`src/rtl/noc_ni_tx_pkg.sv`:
```
// Shared definitions for the noc_ni_tx network-interface packetizer.
// Holds the flit width, the address width, the flit-type codes, the bit positions of the
// header fields, the FSM state type and the length clamp helper.
package noc_ni_tx_pkg;

    localparam int unsigned DATA_WIDTH = 32;  // only 32 is supported
    localparam int unsigned AXIS       = 4;   // node address width
    localparam int unsigned LEN_W      = 12;
    localparam int unsigned PAY_W      = 28;
    localparam int unsigned SEQ_W      = 8;
    localparam int unsigned CNT_W      = 16;

    // One-hot flit type codes in [31:29]
    localparam logic [2:0] FLIT_HEAD = 3'b001;
    localparam logic [2:0] FLIT_BODY = 3'b010;
    localparam logic [2:0] FLIT_TAIL = 3'b100;

    // Field positions inside a flit
    localparam int unsigned TYPE_MSB = 31;
    localparam int unsigned TYPE_LSB = 29;
    localparam int unsigned LEN_MSB  = 28;
    localparam int unsigned LEN_LSB  = 17;
    localparam int unsigned DST_MSB  = 16;
    localparam int unsigned DST_LSB  = 13;
    localparam int unsigned SRC_MSB  = 12;
    localparam int unsigned SRC_LSB  = 9;
    localparam int unsigned SEQ_MSB  = 8;
    localparam int unsigned SEQ_LSB  = 1;
    localparam int unsigned PAY_MSB  = 28;
    localparam int unsigned PAY_LSB  = 1;

    typedef enum logic [2:0] {
        StIdle,
        StHead,
        StBody,
        StTail,
        StGap
    } ni_state_e;

    // A packet always carries at least a header and a tail.
    function automatic logic [LEN_W-1:0] clamp_len(input logic [LEN_W-1:0] len);
        return (len < 12'd2) ? 12'd2 : len;
    endfunction

endpackage

```
`src/rtl/noc_ni_tx_if.sv`:
```
// Signal bundle between the packet source / router link and noc_ni_tx.
//   pkt_valid/pkt_ready/pkt_dst/pkt_len : packet request handshake
//   pay_valid/pay_ready/pay_data        : payload word stream
//   TX/RTS/DCTS                         : flit link into the router Local port
//   busy/pkt_cnt                        : status
// modport slave is the packetizer, modport master is the host/router side.
interface noc_ni_tx_if;
    import noc_ni_tx_pkg::*;

    logic                  pkt_valid;
    logic                  pkt_ready;
    logic [AXIS-1:0]       pkt_dst;
    logic [LEN_W-1:0]      pkt_len;
    logic                  pay_valid;
    logic                  pay_ready;
    logic [PAY_W-1:0]      pay_data;
    logic [DATA_WIDTH-1:0] TX;
    logic                  RTS;
    logic                  DCTS;
    logic                  busy;
    logic [CNT_W-1:0]      pkt_cnt;

    modport master (
        output pkt_valid, pkt_dst, pkt_len, pay_valid, pay_data, DCTS,
        input  pkt_ready, pay_ready, TX, RTS, busy, pkt_cnt
    );

    modport slave (
        input  pkt_valid, pkt_dst, pkt_len, pay_valid, pay_data, DCTS,
        output pkt_ready, pay_ready, TX, RTS, busy, pkt_cnt
    );

endinterface

```
`src/rtl/noc_ni_tx_flit_builder.sv`:
```
// Combinational assembly of one 32-bit flit from its type, header fields or payload word.
//   flit_type_i : one-hot flit type; FLIT_HEAD selects the header layout
//   len_i, dst_i, src_i, seq_i : header fields
//   pay_i       : payload word for body/tail flits
//   flit_o      : assembled flit, bit 0 is parity
// Build option: NI_PARITY_EN defined gives even parity in bit 0, otherwise bit 0 is 0.
module noc_ni_tx_flit_builder
    import noc_ni_tx_pkg::*;
(
    input  logic [2:0]            flit_type_i,
    input  logic [LEN_W-1:0]      len_i,
    input  logic [AXIS-1:0]       dst_i,
    input  logic [AXIS-1:0]       src_i,
    input  logic [SEQ_W-1:0]      seq_i,
    input  logic [PAY_W-1:0]      pay_i,
    output logic [DATA_WIDTH-1:0] flit_o
);

    logic [DATA_WIDTH-1:1] fields;

    always_comb begin
        fields = '0;
        fields[TYPE_MSB:TYPE_LSB] = flit_type_i;
        if (flit_type_i == FLIT_HEAD) begin
            fields[LEN_MSB:LEN_LSB] = len_i;
            fields[DST_MSB:DST_LSB] = dst_i;
            fields[SRC_MSB:SRC_LSB] = src_i;
            fields[SEQ_MSB:SEQ_LSB] = seq_i;
        end else begin
            fields[PAY_MSB:PAY_LSB] = pay_i;
        end
    end

`ifdef NI_PARITY_EN
    assign flit_o = {fields, ^fields};
`else
    assign flit_o = {fields, 1'b0};
`endif

endmodule

```
`src/rtl/noc_ni_tx.sv`:
```
// Network-interface packetizer: turns a (dst, len) request plus a payload word stream into
// header, body and tail flits on the router Local-port RTS/CTS link.
//   clk  : clock, rising edge
//   rst  : asynchronous active-low reset
//   bus  : noc_ni_tx_if.slave (request, payload, TX/RTS/DCTS link, busy, pkt_cnt)
// Every issued flit is followed by one GAP cycle so DCTS is re-sampled after each write.
// Build option: NI_PARITY_EN (see noc_ni_tx_flit_builder).
module noc_ni_tx
    import noc_ni_tx_pkg::*;
#(
    parameter logic [AXIS-1:0] SRC_ADDR = 4'b0000
) (
    input  logic         clk,
    input  logic         rst,
    noc_ni_tx_if.slave   bus
);

    ni_state_e             state_q, ret_q;
    logic [AXIS-1:0]       dst_q;
    logic [LEN_W-1:0]      len_q, rem_q;
    logic [SEQ_W-1:0]      seq_q;
    logic [CNT_W-1:0]      pkt_cnt_q;
    logic [DATA_WIDTH-1:0] tx_q;
    logic                  rts_q;

    logic [LEN_W-1:0]      req_len;
    logic [2:0]            flit_type;
    logic [DATA_WIDTH-1:0] flit;
    logic                  take_word;

    assign req_len = clamp_len(bus.pkt_len);

    // A payload word is captured only in BODY/TAIL when the router can accept the flit.
    assign take_word = ((state_q == StBody) || (state_q == StTail)) && bus.DCTS && bus.pay_valid;

    always_comb begin
        flit_type = FLIT_TAIL;
        if (state_q == StHead) begin
            flit_type = FLIT_HEAD;
        end else if (state_q == StBody) begin
            flit_type = FLIT_BODY;
        end
    end

    noc_ni_tx_flit_builder u_flit_builder (
        .flit_type_i (flit_type),
        .len_i       (len_q),
        .dst_i       (dst_q),
        .src_i       (SRC_ADDR),
        .seq_i       (seq_q),
        .pay_i       (bus.pay_data),
        .flit_o      (flit)
    );

    always_ff @(posedge clk or negedge rst) begin
        if (!rst) begin
            state_q   <= StIdle;
            ret_q     <= StIdle;
            dst_q     <= '0;
            len_q     <= '0;
            rem_q     <= '0;
            seq_q     <= '0;
            pkt_cnt_q <= '0;
            tx_q      <= '0;
            rts_q     <= 1'b0;
        end else begin
            rts_q <= 1'b0;
            unique case (state_q)
                StIdle: begin
                    if (bus.pkt_valid) begin
                        dst_q   <= bus.pkt_dst;
                        len_q   <= req_len;
                        rem_q   <= req_len - 12'd2;
                        state_q <= StHead;
                    end
                end
                StHead: begin
                    if (bus.DCTS) begin
                        tx_q    <= flit;
                        rts_q   <= 1'b1;
                        ret_q   <= (rem_q != '0) ? StBody : StTail;
                        state_q <= StGap;
                    end
                end
                StBody: begin
                    if (take_word) begin
                        tx_q    <= flit;
                        rts_q   <= 1'b1;
                        rem_q   <= rem_q - 12'd1;
                        ret_q   <= (rem_q != 12'd1) ? StBody : StTail;
                        state_q <= StGap;
                    end
                end
                StTail: begin
                    if (take_word) begin
                        tx_q      <= flit;
                        rts_q     <= 1'b1;
                        pkt_cnt_q <= pkt_cnt_q + 16'd1;
                        seq_q     <= seq_q + 8'd1;
                        ret_q     <= StIdle;
                        state_q   <= StGap;
                    end
                end
                StGap: begin
                    state_q <= ret_q;
                end
                default: begin
                    state_q <= StIdle;
                end
            endcase
        end
    end

    assign bus.TX        = tx_q;
    assign bus.RTS       = rts_q;
    assign bus.pay_ready = take_word;
    assign bus.pkt_ready = (state_q == StIdle);
    assign bus.busy      = (state_q != StIdle);
    assign bus.pkt_cnt   = pkt_cnt_q;

endmodule
```
`src/flat_wrapper.sv`:
```
// flat-port wrapper written by rule: the top's interface ports become plain ports
module noc_ni_tx_flat import noc_ni_tx_pkg::*;
#(
    parameter logic [AXIS-1:0] SRC_ADDR = 4'b0000
)
  (clk, rst, bus_pkt_valid, bus_pkt_dst, bus_pkt_len, bus_pay_valid, bus_pay_data, bus_DCTS, bus_pkt_ready, bus_pay_ready, bus_TX, bus_RTS, bus_busy, bus_pkt_cnt);
  noc_ni_tx_if bus_i ();
  input  logic clk;
  input  logic rst;
  input wire logic [$bits(bus_i.pkt_valid)-1:0] bus_pkt_valid;
  input wire logic [$bits(bus_i.pkt_dst)-1:0] bus_pkt_dst;
  input wire logic [$bits(bus_i.pkt_len)-1:0] bus_pkt_len;
  input wire logic [$bits(bus_i.pay_valid)-1:0] bus_pay_valid;
  input wire logic [$bits(bus_i.pay_data)-1:0] bus_pay_data;
  input wire logic [$bits(bus_i.DCTS)-1:0] bus_DCTS;
  output wire logic [$bits(bus_i.pkt_ready)-1:0] bus_pkt_ready;
  output wire logic [$bits(bus_i.pay_ready)-1:0] bus_pay_ready;
  output wire logic [$bits(bus_i.TX)-1:0] bus_TX;
  output wire logic [$bits(bus_i.RTS)-1:0] bus_RTS;
  output wire logic [$bits(bus_i.busy)-1:0] bus_busy;
  output wire logic [$bits(bus_i.pkt_cnt)-1:0] bus_pkt_cnt;
  assign bus_i.pkt_valid = bus_pkt_valid;
  assign bus_i.pkt_dst = bus_pkt_dst;
  assign bus_i.pkt_len = bus_pkt_len;
  assign bus_i.pay_valid = bus_pay_valid;
  assign bus_i.pay_data = bus_pay_data;
  assign bus_i.DCTS = bus_DCTS;
  assign bus_pkt_ready = bus_i.pkt_ready;
  assign bus_pay_ready = bus_i.pay_ready;
  assign bus_TX = bus_i.TX;
  assign bus_RTS = bus_i.RTS;
  assign bus_busy = bus_i.busy;
  assign bus_pkt_cnt = bus_i.pkt_cnt;
  noc_ni_tx #(.SRC_ADDR(SRC_ADDR)) u_core (.clk(clk), .rst(rst), .bus(bus_i));
endmodule
```
`config.mk`:
```
export PLATFORM = sky130hd
export DESIGN_NAME = noc_ni_tx_flat
export DESIGN_NICKNAME = d
export VERILOG_FILES = /design/src/rtl/noc_ni_tx_pkg.sv /design/src/rtl/noc_ni_tx_if.sv /design/src/rtl/noc_ni_tx_flit_builder.sv /design/src/rtl/noc_ni_tx.sv /design/src/flat_wrapper.sv
export SDC_FILE = /design/constraint.sdc
export NUM_CORES = 1
export LEC_CHECK = 0
export ABC_AREA = 0
export CAP_MARGIN = 15
export CORE_MARGIN = 2
export CORE_UTILIZATION = 48
export CTS_CLUSTER_DIAMETER = 100
export DETAILED_ROUTE_END_ITERATION = 8
export GPL_ROUTABILITY_DRIVEN = 0
export PLACE_DENSITY = 0.81
export SLEW_MARGIN = 20
export SYNTH_ARGS = -nofsm -noshare
export SYNTH_HDL_FRONTEND = slang
export SYNTH_HIERARCHICAL = 1
export SYNTH_SLANG_ARGS = --single-unit
```
`constraint.sdc`:
```
create_clock -name clk -period 3.25 [get_ports clk]
set_clock_uncertainty 0.2 [all_clocks]
set_input_delay 0.65 -clock clk [delete_from_list [all_inputs] [get_ports clk]]
set_output_delay 0.65 -clock clk [all_outputs]
set_load 0.01 [all_outputs]
```
-- Word-level counts from Yosys, hierarchy flattened
Cells that the tools add are included.
- bits in registers: 91
- output and inout port bits: 52
- equal/unequal tests: 11
- magnitude comparators: 1
- reduce and logical (&&, ||, !) cells: 16
- add/sub/neg operators: 4
- mux-type cells: 23
- operators with widths (operator ; count):
    two-way mux 32 bit ; 2
    case mux 32 bit (2 select lines) ; 1
    two-way mux 12 bit ; 3
    two-way mux 28 bit ; 1
    two-way mux 3 bit ; 8
    case mux 12 bit (2 select lines) ; 1
    adder 16 x 1 -> 16 bit, second input constant ; 1
    < comparator 12 x 2 -> 1 bit, second input constant ; 1
    inequality test 12 x 1 -> 1 bit, second input constant ; 1
    case mux 3 bit (4 select lines) ; 1
    nonzero test 12 bit ; 1
    subtractor 12 x 1 -> 12 bit, second input constant ; 1
    subtractor 12 x 2 -> 12 bit, second input constant ; 1
    case mux 3 bit (3 select lines) ; 1
    AND reduction 3 bit ; 3
    adder 8 x 1 -> 8 bit, second input constant ; 1
    inequality test 2 bit, second input constant ; 4
    equality test 3 x 1 -> 1 bit, second input constant ; 2
    equality test 3 x 2 -> 1 bit, second input constant ; 2
    nonzero test 3 bit ; 2
    two-way mux 1 bit ; 4
    AND reduction 2 bit ; 2
    AND reduction 4 bit ; 1
    nonzero test 2 bit ; 2
    7 further kinds ; 8

-- Longest topological paths before layout
Gate-level depths: netlist (run 1).
- depth after elaboration: 7
- gate-level depth with buffers: 10
- depth with buffers taken out: 7

-- Cells and area by module
The synthesis (run 1) kept the hierarchy.
- by module, submodules not included (module ; cells an instance ; seq. area each (um^2) ; times used ; area each (um^2)):
    noc_ni_tx ; 346 ; 2252.2 ; 1 ; 4161.5
    noc_ni_tx_flit_builder ; 37 ; 0.0 ; 1 ; 488.0

-- Worst setup path before layout (run 1)
No wires, ideal clock.
- path kind: flip-flop to flip-flop
- start: register u_core.state_q[1]
- end: register u_core.tx_q[12], in the netlist u_core/bus.TX[12]
- data arrival time: 2280 ps
- buffers on the path: 4
- required time: 2922 ps
- slack: 643 ps
- cell stages (with the launch flop): 11
- clock period less this slack: 2607 ps
- library setup time: 128 ps
- cells stage by stage: dfrtp_1 -> buf_2 -> or3b_1 -> inv_1 -> buf_2 -> nor2_1 -> nor3b_2 -> buf_6 -> buf_12 -> mux2_4 -> mux2_1
- word-level cells in the longest chain between the ends: 7
- elaborated cells between the ends (all ways): 18
- those cells by class: 6 x eq/ne; 6 x mux; 6 x reduce/logical
- RTL lines (element ; RTL line ; text):
    start: declaration ; noc_ni_tx.sv:18 ; ni_state_e state_q, ret_q;
    start signal: assignment ; noc_ni_tx.sv:57 ; state_q <= StIdle;
    start signal: assignment ; noc_ni_tx.sv:74 ; state_q <= StHead;
    start signal: assignment ; noc_ni_tx.sv:82 ; state_q <= StGap;
    equality test 3 x 2 -> 1 bit ; noc_ni_tx.sv:40 ; end else if (state_q == StBody) begin
    two-way mux 3 bit ; noc_ni_tx.sv:40 ;
    two-way mux 3 bit (*) ; noc_ni_tx.sv:38 ; if (state_q == StHead) begin
    net u_core.flit_type[1] ; noc_ni_tx.sv:27 ; logic [2:0] flit_type;
    equality test 3 x 1 -> 1 bit (*) ; noc_ni_tx_flit_builder.sv:24 ; if (flit_type_i == FLIT_HEAD) begin
    two-way mux 28 bit (*) ; noc_ni_tx_flit_builder.sv:24 ;
    net u_core.flit[12] ; noc_ni_tx.sv:28 ; logic [DATA_WIDTH-1:0] flit;
    two-way mux 32 bit, on equally long branches ; noc_ni_tx.sv:86, noc_ni_tx.sv:95, noc_ni_tx.sv:78 ;
    case mux 32 bit (2 select lines) (*) ; noc_ni_tx.sv:68 ; unique case (state_q)
    end signal: assignment ; noc_ni_tx.sv:79 ; tx_q <= flit;
    end signal: assignment ; noc_ni_tx.sv:87 ; tx_q <= flit;
    end signal: assignment ; noc_ni_tx.sv:96 ; tx_q <= flit;
    end: declaration ; noc_ni_tx.sv:23 ; logic [DATA_WIDTH-1:0] tx_q;
The timed path passes the listed nets; every way through them passes the cells marked *. The select of a mux whose other input is x is not followed.
A chain may end at the register's enable or synchronous reset.

-- Worst setup path in the final report (run 1)
- start: input bus_pay_valid
- end: output bus_pay_ready
- word-level cells in the longest chain between the ends: 1
- RTL lines (element ; RTL line ; text):
    start: declaration ; flat_wrapper.sv:13 ; input wire logic [$bits(bus_i.pay_valid)-1:0] bus_pay_valid;
    logical AND 1 bit ; noc_ni_tx.sv:34 ; assign take_word = ((state_q == StBody) || (state_q == StTail)) && bus.DCTS && bus.pay_valid;
    end: declaration ; flat_wrapper.sv:17 ; output wire logic [$bits(bus_i.pay_ready)-1:0] bus_pay_ready;
Every way passes these cells.

==> flow_metrics.py, run 1 <==
metrics = {
    "setup_path": {
        "crit_type": "in2out",
        "endpoint_kind": "output port",
        "cp_data_required_time_ps": 2400,
        "cp_slowest_cell": "clkdlybuf4s50_1",
        "max_stage_delay_ps": 570,
        "crit_arrival_ps": 2000,
        "crit_fanout": 6,
        "start_kind": "primary input",
        "cp_cell_sequence": "clkdlybuf4s50_1, nand3_2, nor2_1, clkdlybuf4s50_1",
        "crit_top_cell": "clkdlybuf4s50_1",
        "rr_startpoint": "u_core/state_q[1]$_DFFE_PN0P_",
        "startpoint": "bus_pay_valid",
    },
    "detailed_routing": {
        "routed_wl_um": 10220,
        "via_count": 3448,
        "vias_per_cell": 5.508,
        "drc_errors": 0,
        "drt_iter0_markers": 179,
        "route.detailed.wl_per_inst_um": 16.33,
        "detail-route-antenna-nets": 0,
        "dr.pass1.iters": 4,
    },
    "sta": {
        "layout_setup_ws_ps": 400.2,
        "period_needed_ps": 2850,
        "rsz0062_at_grt": "no",
        "fin_hold_ws_ps": 96.42,
        "tightest_slew_ps": 675.1,
        "hold_viol": 0,
        "clock.fmax_mhz": 350.9,
        "tns_ps": 0,
        "setup_viol": 0,
        "slew_viol_final": 0,
        "max_slew_margin_pct": 54.65,
        "finalCritPeriodShare_pct": 87.68,
    },
    "logic_synthesis": {
        "synth_edf_count": 0,
        "syn-cell-area_um2": 4649,
        "synth_top_cell_area_share_pct": 48.44,
        "synthFlopType": "dfrtp_1",
        "ys_seq_area_share_pct": 48.44,
        "synthCells": 383,
        "synth_area_leader_cell": "dfrtp_1",
        "postSynthAreaPerCell_um2": 12.14,
        "synthTopCellsByArea": "dfrtp_1, mux2_2, mux2_4, xnor2_1, nand4_1",
        "yosysWarnings": 6,
        "synthArstFlopShare_pct": 100.0,
        "ys_types": 63,
        "ys_seq_elements": 90,
    },
    "clocking": {
        "cts.htree.levels": 3,
        "post_cts_buffers": 0,
        "clk-insertion-delay-late_ps": 350,
        "postCtsResizedCells": 0,
        "cts_tree": "built",
        "clk_path_buf_depth": 2,
        "root_buffer": "clkbuf_8",
        "cts_sinks": 90,
        "cts_hold_buf": 0,
        "clkTransAtPathRegs_ps": 90,
        "cts_buffers": 9,
    },
    "finish": {
        "synthToLayoutAreaGrowth_pct": 30.17,
        "num_antenna_cells": 0,
        "drive_gt1_share_pct": 23.54,
        "fin_util_pct": 64.88,
        "nNetsFinal": 547,
    },
    "outcome": {
        "outcome": "completed",
    },
    "placed_design": {
        "numPortBuffers": 100,
        "pre_cts_ws_ps": 224.6,
        "hpwl_um": 7342,
    },
    "global_routing": {
        "grt_antenna_before_repair": 0,
        "overflow": 0,
        "first_global_vias": 3395,
        "grt_max_degree": 50,
        "gr-usage-all-layers_pct": 20.39,
        "grt_pass1_wl_um": 16580,
    },
    "job": {
        "max_cap_viol_count": 0,
    },
    "hold_path": {
        "hold_path.class": "in2async",
    },
    "die": {
        "fp-row-count": 35,
        "die-area_um2": 10490,
        "die_h_um": 102.4,
        "die_w_um": 102.4,
        "core_area_um2": 9328,
        "pin_count": 101,
        "initial_core_util_pct": 49.85,
    },
    "power_and_ir_drop": {
        "vdd_ir_drop_max_mv": 0.3110,
        "p_leak_nw": 2.504,
        "powerDensity_nw_per_um2": 794.9,
        "finalPower_mw": 4.811,
    },
}
[cell usage after synthesis, types with 4 or more instances]
| cell | n |
|---|---|
| a21oi_1 | 10 |
| and3_1 | 5 |
| buf_2 | 10 |
| buf_4 | 4 |
| dfrtp_1 | 90 |
| ha_1 | 5 |
| inv_1 | 11 |
| mux2_2 | 53 |
| mux2_4 | 20 |
| nand2_1 | 13 |
| nand2b_1 | 5 |
| nand3_1 | 12 |
| nand4_1 | 12 |
| nor2_1 | 16 |
| nor3_1 | 11 |
| o211ai_1 | 4 |
| o21ai_0 | 14 |
| xnor2_1 | 17 |
| xor2_1 | 8 |
[power by group]
group / internal, mW / switching (mW) / leakage, nW
Clock: 0.378 / 0.401 / 0.0989
Combinational: 1.24 / 0.943 / 1.29
Sequential: 1.55 / 0.305 / 1.12
Total: 3.16 / 1.65 / 2.50
[kinds of logic after synthesis]
family                   synth area share, %
AO/OA/AOI/OAI                          8.424
XOR/XNOR                               4.709
adder cells (fa/ha/maj)                1.346
buffers and inverters                  3.875
flip-flops                             48.44
multiplexers                           20.24
other                                 0.1615
AND/OR/NAND/NOR                        12.81
[worst max-delay path: cells and delay by family]
family | cells | cell delay [ps]
buffers and inverters | 2 | 1110
AND/OR/NAND/NOR | 2 | 230
[flip-flops by register name, summed over array words and instances, names as in the netlist]
signal,flops
u_core/seq_q,8
u_core/rem_q,12
u_core/dst_q,4
u_core/ret_q,2
u_core/bus.RTS,1
u_core/bus.pkt_cnt,16
u_core/bus.TX,32
u_core/state_q,3
u_core/len_q,12
[layout make-up]
class                   count  area (um^2)
clock buffers              10        137.6
clock inverters             5        63.81
inverters                  11        41.29
fillers                   715         3276
flip-flops and latches     90         2252
multi-input cells         266         2247
well taps                 129        161.4
repair buffers            115         1149
[per-stage QoR]
| stage | std cells | cell area (um^2) |
|---|---|---|
| 2_1_floorplan | 386 | 4661 |
| 3_5_place_dp | 611 | 5851 |
| 6_report | 626 | 6052 |
| 5_1_grt | 626 | 6052 |
| 3_3_place_gp | 611 | 5851 |
| 4_1_cts | 626 | 6052 |
[routing by layer]
layer	routed length, um	vias to the layer above	GRT usage, %
met5	0	-	0
met4	121	0	5.949
met3	634	16	4.720
met2	4902	133	33.84
met1	4567	1684	26.81
li1	-	1615	-
[layout by cell type (no fill, tap or decap), types with 11 or more instances in the layout]
cell and count:
buf_4 13, clkdlybuf4s50_1 99, dfrtp_1 90, inv_1 11
mux2_2 53, mux2_4 20, nand2_1 13, nand3_1 12
nand4_1 12, nor2_1 16, o21ai_0 14, xnor2_1 17
[worst paths after layout]
kind | endpoint | slack [ps] | depth (start not counted)
min reg2reg | u_core/bus.pkt_cnt[15]$_DFFE_PN0P_ | 280 | 1
min | u_core/bus.pkt_cnt[7]$_DFFE_PN0P_ | 100 | 1
max reg2reg | u_core/bus.TX[28]$_DFFE_PN0P_ | 430 | 7
max in group asynchronous | u_core/len_q[3]$_DFFE_PN0P_ | 2070 | 2
min in group clk | u_core/bus.pkt_cnt[15]$_DFFE_PN0P_ | 280 | 1
max | bus_pay_ready | 400 | 4
No activity file was read; power rests on OpenSTA's default activity.
==> run 2, diff against run 1 <==
SKIP_LAST_GASP = 1   (was not set)
==> results of run 2 <==
Final layout, timing and power as in run 1 (identical DEF).
==> run 3, diff against run 2 <==
CTS_CLUSTER_SIZE = 28   (was not set)
==> results of run 3 <==
Final layout, timing and power as in run 1 (identical DEF).
